<file path="config.mk">
export PLATFORM = sky130hd
export DESIGN_NAME = kernel_frame_sequencer
export DESIGN_NICKNAME = d
export VERILOG_FILES = /design/src/rtl/kernel_frame_sequencer.sv
export SDC_FILE = /design/constraint.sdc
export NUM_CORES = 1
export LEC_CHECK = 0
export ABC_AREA = 1
export CORE_ASPECT_RATIO = 1.2
export CORE_MARGIN = 4
export CORE_UTILIZATION = 31
export CTS_BUF_LIST = sky130_fd_sc_hd__clkbuf_4
export DETAILED_ROUTE_END_ITERATION = 16
export PLACE_DENSITY_LB_ADDON = 0.08
export REMOVE_ABC_BUFFERS = 1
export SKIP_LAST_GASP = 1
export SLEW_MARGIN = 10
export SYNTH_ARGS = -nofsm -noshare
export SYNTH_HDL_FRONTEND = slang
export SYNTH_SLANG_ARGS = --single-unit
</file>
<file path="constraint.sdc">
create_clock -name clk -period 2.6 [get_ports clk]
set_input_delay 0.26 -clock clk [delete_from_list [all_inputs] [get_ports clk]]
set_output_delay 0.26 -clock clk [all_outputs]
set_load 0.01 [all_outputs]
</file>
<file path="src/rtl/kernel_frame_sequencer.sv">
// Configuration sequencer for the 3x3 convolution datapath. It collects coefficient writes and
// mode requests in shadow state, then commits them to the live outputs on each vsync falling edge.
module kernel_frame_sequencer #(
  parameter int unsigned PRECISION   = 16,
  parameter int unsigned COEF_W      = 4,
  parameter int unsigned NUM_MODES   = 15,
  parameter int unsigned AUTO_FRAMES = 120
) (
  input  logic                                   clk,
  input  logic                                   reset,
  input  logic                                   vs,
  input  logic [3:0]                             mode_req,
  input  logic                                   auto_en,
  input  logic                                   wr_valid,
  output logic                                   wr_ready,
  input  logic [1:0]                             wr_row,
  input  logic [1:0]                             wr_col,
  input  logic signed [COEF_W-1:0]               wr_data,
  output logic signed [2:0][2:0][PRECISION-1:0]  kernel,
  output logic [3:0]                             active_mode,
  output logic                                   commit_pulse,
  output logic                                   pending,
  output logic                                   bad_wr,
  output logic [7:0]                             frame_count
);

  typedef enum logic [0:0] {StIdle, StCommit} state_e;

  typedef logic [2:0][2:0][PRECISION-1:0] kern_t;

  state_e                       state;
  logic                         vs_d1, vs_d2;
  logic                         frame_edge;
  kern_t                        shadow;
  logic [3:0]                   next_mode;
  logic [3:0]                   next_mode_d;
  logic [3:0]                   mode_step;
  logic                         auto_wrap;
  logic                         addr_bad;
  logic signed [PRECISION-1:0]  coef_ext;

  assign frame_edge = vs_d2 & ~vs_d1;
  assign wr_ready   = ~reset & (state == StIdle) & ~frame_edge;
  assign addr_bad   = (wr_row == 2'd3) | (wr_col == 2'd3);
  assign coef_ext   = PRECISION'(wr_data);
  assign auto_wrap  = ({24'd0, frame_count} == AUTO_FRAMES - 1);

  always_comb begin
    mode_step   = ({28'd0, active_mode} >= NUM_MODES - 1) ? 4'd0 : active_mode + 4'd1;
    next_mode_d = '0;
    if (auto_en) begin
      next_mode_d = auto_wrap ? mode_step : active_mode;
    end else if ({28'd0, mode_req} < NUM_MODES) begin
      next_mode_d = mode_req;
    end
  end

  always_ff @(posedge clk) begin
    if (reset) begin
      // Sync flops start high so releasing reset cannot fake a falling edge.
      vs_d1        <= 1'b1;
      vs_d2        <= 1'b1;
      state        <= StIdle;
      kernel       <= '0;
      kernel[1][1] <= PRECISION'(1);
      shadow       <= '0;
      shadow[1][1] <= PRECISION'(1);
      active_mode  <= '0;
      next_mode    <= '0;
      commit_pulse <= 1'b0;
      pending      <= 1'b0;
      bad_wr       <= 1'b0;
      frame_count  <= '0;
    end else begin
      vs_d1        <= vs;
      vs_d2        <= vs_d1;
      commit_pulse <= 1'b0;
      if (!auto_en) begin
        frame_count <= '0;
      end
      unique case (state)
        StIdle: begin
          if (frame_edge) begin
            state     <= StCommit;
            next_mode <= next_mode_d;
            if (auto_en) begin
              frame_count <= auto_wrap ? 8'd0 : frame_count + 8'd1;
            end
          end else if (wr_valid) begin
            if (addr_bad) begin
              bad_wr <= 1'b1;
            end else begin
              shadow[wr_row][wr_col] <= coef_ext;
              pending                <= 1'b1;
            end
          end
        end
        StCommit: begin
          kernel       <= shadow;
          active_mode  <= next_mode;
          commit_pulse <= 1'b1;
          pending      <= 1'b0;
          state        <= StIdle;
        end
        default: state <= StIdle;
      endcase
    end
  end

endmodule

</file>
# Word level (Yosys, flattened, before mapping)
# Cells that the tools add are included.
[word_totals]
elab_cells = 77
output_inout_bits = 160
in_bits = 17
register_bits = 310
[op_classes]
order_cmp = 6
mux = 21
add_sub_neg = 2
bitwise_logic = 9
eq_ne = 6
reduce_logical = 6
[op_table]
columns = ["operator", "n"]
rows = [
  ["bitwise mux 144 bit", 1],
  ["demux 48 bit (select 2 bit)", 1],
  ["two-way mux 48 bit", 1],
  ["two-way mux 8 bit", 5],
  ["demux 16 bit (select 2 bit)", 1],
  ["two-way mux 16 bit", 1],
  ["two-way mux 4 bit", 4],
  ["adder 8 x 1 -> 8 bit (second input constant)", 1],
  ["equality test 8 x 7 -> 1 bit (second input constant)", 1],
  ["AND reduction 4 bit", 2],
  ["< comparator 2 x 3 -> 1 bit (second input constant)", 2],
  ["inequality test 2 bit (second input constant)", 3],
  ["two-way mux 1 bit", 5],
  ["NOT 1 bit", 5],
  ["adder 4 x 1 -> 4 bit (second input constant)", 1],
  ["equality test 2 bit (second input constant)", 2],
  ["greater-or-equal comparator 2 x 1 -> 1 bit (second input constant)", 2],
  ["greater-or-equal comparator 4 bit (second input constant)", 1],
  ["< comparator 4 bit (second input constant)", 1],
  ["one-hot mux 1 bit (2 select lines)", 2],
  ["AND 1 bit", 3],
  ["AND reduction 3 bit", 1],
  ["logical AND 1 bit", 2],
  ["AND reduction 2 bit", 1],
  ["bitwise OR 1 bit", 1],
]

# Longest topological paths before layout
[logic_depth]
word_depth = 7
mapped_depth = 9
depth_no_buf = 9

# Worst setup path before layout
# OpenSTA, ideal clock, no wires.
[synth_timing]
kind = "register -> register"
start = "register frame_count[1]"
end = "register frame_count[7]"
n_path_buf = 0
period_less_slack_ps = 1274
setup_ps = 115
t_required_ps = 2485
path_stages_with_launch = 9
path_slack_ps = 1326
t_arrival_ps = 1159
path_cell_list = "dfxtp_1 ha_1 nand2_1 nor2_1 nand2_1 nand2_1 o21ai_0 nand3_1 nor2_1"
[synth_between]
elab_chain_len = 5
elab_cells_between_ends = 6
[synth_lines]
columns = ["item", "line", "rtl"]
rows = [
  ["from (decl)", "24", "output logic [7:0] frame_count"],
  ["from (signal assigned)", "87", "frame_count <= auto_wrap ? 8'd0 : frame_count + 8'd1;"],
  ["adder 8 x 1 -> 8 bit or equality test 8 x 7 -> 1 bit (tied branches)", "87, 46", ""],
  ["two-way mux 8 bit *", "87", ""],
  ["two-way mux 8 bit *", "86", "if (auto_en) begin"],
  ["two-way mux 8 bit *", "83", "if (frame_edge) begin"],
  ["two-way mux 8 bit *", "81", "unique case (state)"],
]
# Every way passes the cells marked *; elsewhere a longest branch is shown, timed or not.
# A chain may end at the register's enable or synchronous reset.

# Worst setup path after layout
[layout_timing]
start = "register vs_d2"
end = "output port wr_ready"
[layout_between]
elab_chain_len = 3
[layout_lines]
columns = ["item", "line", "rtl"]
rows = [
  ["from (decl)", "32", "logic vs_d1, vs_d2;"],
  ["from (signal assigned)", "76", "vs_d2 <= vs_d1;"],
  ["AND 1 bit", "42", "assign frame_edge = vs_d2 & ~vs_d1;"],
  ["NOT 1 bit (no source line)", "n/a", ""],
  ["AND 1 bit", "43", "assign wr_ready = ~reset & (state == StIdle) & ~frame_edge;"],
  ["to (decl)", "15", "output logic wr_ready,"],
]
# No other way between the ends.

==> impl_metrics.csv <==
group,metric,value,unit
cells_and_area,final_design_area_no_fill,5710,µm²
drt,drc,0,
critical_path,reg2regPathDepth,8,
critical_path,worst_reg2reg_path_startpoint,"state",
drt,violation_count_after_the_first_detailed_route_iteration,110,
yosys,synth-seq-cells,94,
yosys,synth.cell_area,4470,µm²
run_status,outcome,"completed",
job,cap_violations,0,
critical_path,critical_path.reg2reg.endpoint,"frame_count[7]",
cells_and_area,post_route_cells_drive_above_1_share,0.0445,
pwr,switchingPower,620,µW
critical_path,cp_cell_sequence,"inv_1 > nor2_1 > nor2_1 > clkdlybuf4s50_1",
drt,routed_wire_length_per_instance,14.0,µm
critical_path,criticalPathCategory,"flop to primary output",
place,dp_cells,785,
sta,layout_min_cycle_time,1.96,ns
clocking,worstSkewPairLatency,0.44,ns
pwr,power.clock.fraction,0.290,
pwr,post-layout-total-power,2.37,mW
cells_and_area,count_of_filler_cells_inserted_in_the_layout,1389,
floorplanning,std_cell_rows,47,
drt,maxUsedRoutingLayer,"met4",
critical_path,worst-endpoint-required,2.34,ns
global_route,grt_antenna_before_repair,0,
sta,rsz0062_at_grt,"false",
sta,worst_slew_pin_slew,0.595,ns
critical_path,worst_setup_path_end_kind,"primary output",
drt,met2WireLength,5.17,mm
drt,detail_route.wirelength,11.2,mm
drt,met3_wl,753,µm
place,place_worst_setup_slack,0.640,ns
drt,vias_per_std_cell,4.55,
min_path,hold_path.class,"primary input to flop",
sta,layout_setup_ws,0.637,ns
pwr,pwr-share-seq,0.621,
critical_path,crit_path_frequent_cell,"sky130_fd_sc_hd__nor2_1",
yosys,ys_seq_area_frac,0.421,
drt,detailedRoute.firstPassIterationCount,4,
floorplanning,starting_density_of_the_core,0.321,
global_route,vias_in_the_first_global_route,3331,
sta,layout_worst_path_cycle_share,0.755,
pwr,pwr-share-comb,0.089,
global_route,grtUsageTotal,0.132,
pwr,worst_ir_drop_on_vdd,178,µV
global_route,grt_max_degree,65,
clocking,clk_transition_reported_paths,0.15,ns
floorplanning,io-pin-count,177,
clocking,cts_num_sinks,94,
critical_path,arrival,1.70,ns
floorplanning,die_area,16400,µm²
cells_and_area,syn_to_final_growth,27.7,%
sta,setup_violations,0,
critical_path,critPathCapture,"wr_ready",
sta,finalHoldViolCount,0,
clocking,clock_tree.htree_level_count,3,
yosys,synth_cell_types,27,
critical_path,max_incr_delay_on_cp,0.49,ns
cells_and_area,layout_commonest_cell,"sky130_fd_sc_hd__clkdlybuf4s50_1",
clocking,numCtsBuffers,9,
yosys,ys_warn_count,0,
sta,finalClockSkew,0.0182,ns
clocking,tritoncts,"yes",
sta,timing.hold.ws,0.369,ns
place,count_of_buffers_inserted_at_the_top_level_ports,176,
critical_path,setup.worst_path.start_class,"flop",
cells_and_area,nets_final,645,
yosys,post_synth_inst_count,562,
critical_path,worst_path_max_delay_cell,"sky130_fd_sc_hd__clkdlybuf4s50_1",
cells_and_area,most_frequent_cells_in_the_layout,"sky130_fd_sc_hd__clkdlybuf4s50_1 (176), sky130_fd_sc_hd__dfxtp_1 (94), sky130_fd_sc_hd__nand2_1 (90)",
drt,wl_met1,5.05,mm
global_route,globalRouteOverflowTotal,0,
sta,worst_slew_margin,0.603,
clocking,cts_hold_buf,0,
floorplanning,design.core.area,13900,µm²
cells_and_area,number_of_standard_cells_in_the_final_layout_excluding_fillers,800,
critical_path,worst-r2r-setup-slack,0.97,ns
critical_path,critPathMaxFanout,5,
floorplanning,fp.dieW,118,µm
floorplanning,floorplan.die.height,140,µm
clocking,cts_resized,0,
cells_and_area,postLayoutCoreUtil,0.409,
sta,timing.setup.tns,0,ns
pwr,intPower,1.75,mW
sta,fmax,509,MHz
place,place.detailed.hpwl,8.06,mm
yosys,synthesis.area_per_instance,7.95,µm²
pwr,leakage_component_of_the_power,2.13,nW
clocking,clk_root_buffer_cell,"sky130_fd_sc_hd__clkbuf_4",
place,placed_inst_area,5600,µm²
cells_and_area,number_of_antenna_diodes,0,
pwr,p_per_area,415,nW/µm²
global_route,grt_first_pass_wirelength,17.9,mm
critical_path,setup_crit_start,"vs_d2",
drt,number_of_nets_with_antenna_violations_after_detailed_routing,0,
pwr,power_switching_share,0.262,
place,finalWeightedCongestion,0.823,
sta,finalMaxSlewViolations,0,
clocking,clockBufferDepth,2,
drt,via_count,3643,
clocking,cts.repair_timing.setup_buffer_count,0,
[cells by family (layout without fill, tap and decap cells)]
| kind of cell | count (synthesis) | count (layout) | synth area share |
|---|---|---|---|
| buffers and inverters | 157 | 224 | 0.229 |
| adders and majority gates | 3 | 3 | 0.00840 |
| AOI/OAI and AO/OA | 102 | 102 | 0.149 |
| and+or+nand+nor | 205 | 205 | 0.190 |
| xor gates and xnor gates | 1 | 1 | 0.00196 |
| DFF | 94 | 94 | 0.421 |
[worst max-delay path: cells and delay by family, from the launching register on]
| family | cells | cell delay (ns) |
|---|---|---|
| flops | 1 | 0.35 |
| simple gates | 2 | 0.39 |
| buf+inv | 2 | 0.53 |
[cell type report]
class,count,area [µm²],area share
inverter,28,105,0.0184
multi-input combinational,311,1570,0.276
clock inverter,4,25.0,0.00439
clock buffer,11,82.6,0.0145
sequential,94,1880,0.330
tap,171,214,0.0375
timing repair buffer,181,1820,0.320
[power by group through the flow]
| stage | clock, mW | combinational, mW | sequential, mW |
|---|---|---|---|
| 6_report | 0.686 | 0.211 | 1.47 |
| 5_1_grt | 0.769 | 0.237 | 1.48 |
| 4_1_cts | 0.716 | 0.214 | 1.47 |
| 3_5_place_dp | 0 | 0.214 | 1.50 |
| 3_3_place_gp | 0 | 0.212 | 1.50 |
| 2_1_floorplan | 0 | 0.107 | 1.50 |
[synthesized netlist by cell type]
master / n / area share
sky130_fd_sc_hd__o21bai_1: 1 / 0.0017
sky130_fd_sc_hd__o21ai_2: 1 / 0.0020
sky130_fd_sc_hd__clkinv_1: 1 / 0.00084
sky130_fd_sc_hd__buf_2: 14 / 0.016
sky130_fd_sc_hd__nor2_1: 63 / 0.053
sky130_fd_sc_hd__clkbuf_1: 4 / 0.0034
sky130_fd_sc_hd__buf_4: 109 / 0.18
sky130_fd_sc_hd__nand3_2: 1 / 0.0022
sky130_fd_sc_hd__buf_6: 1 / 0.0025
sky130_fd_sc_hd__xor2_1: 1 / 0.0020
sky130_fd_sc_hd__o211ai_1: 1 / 0.0017
sky130_fd_sc_hd__nand4_1: 2 / 0.0028
sky130_fd_sc_hd__buf_1: 1 / 0.00084
sky130_fd_sc_hd__nor2_4: 1 / 0.0025
sky130_fd_sc_hd__o22ai_1: 1 / 0.0014
sky130_fd_sc_hd__o21ai_0: 10 / 0.011
sky130_fd_sc_hd__nand3_1: 47 / 0.053
sky130_fd_sc_hd__ha_1: 3 / 0.0084
sky130_fd_sc_hd__dfxtp_1: 94 / 0.42
sky130_fd_sc_hd__a22o_1: 37 / 0.073
sky130_fd_sc_hd__a21oi_1: 46 / 0.052
sky130_fd_sc_hd__inv_1: 25 / 0.021
sky130_fd_sc_hd__nand2_1: 90 / 0.076
sky130_fd_sc_hd__o21a_1: 1 / 0.0017
sky130_fd_sc_hd__a31oi_1: 4 / 0.0056
sky130_fd_sc_hd__or2_2: 1 / 0.0014
sky130_fd_sc_hd__inv_2: 2 / 0.0017
[state kept, by name, summed over array words and instances, names as in the netlist, 4 cells and up]
signal / flops
kernel: 36
frame_count: 8
active_mode: 4
next_mode: 4
shadow: 36
[metal layers]
layer  global-route usage  vias to the layer above
met1                0.164                     1616
li1                     -                     1879
met3               0.0337                       18
met4               0.0580                        0
met5                    0                        -
met2                0.216                      130
[how the worst min path moves through the flow]
stage,from,to,cells after the start
2_1_floorplan,reset,shadow[65],1
3_3_place_gp,vs_d1,vs_d2,2
3_5_place_dp,vs_d1,vs_d2,2
4_1_cts,vs,vs_d1,2
5_1_grt,vs,vs_d1,2
6_report,vs,vs_d1,2
Power figures use the tool's default switching activity.
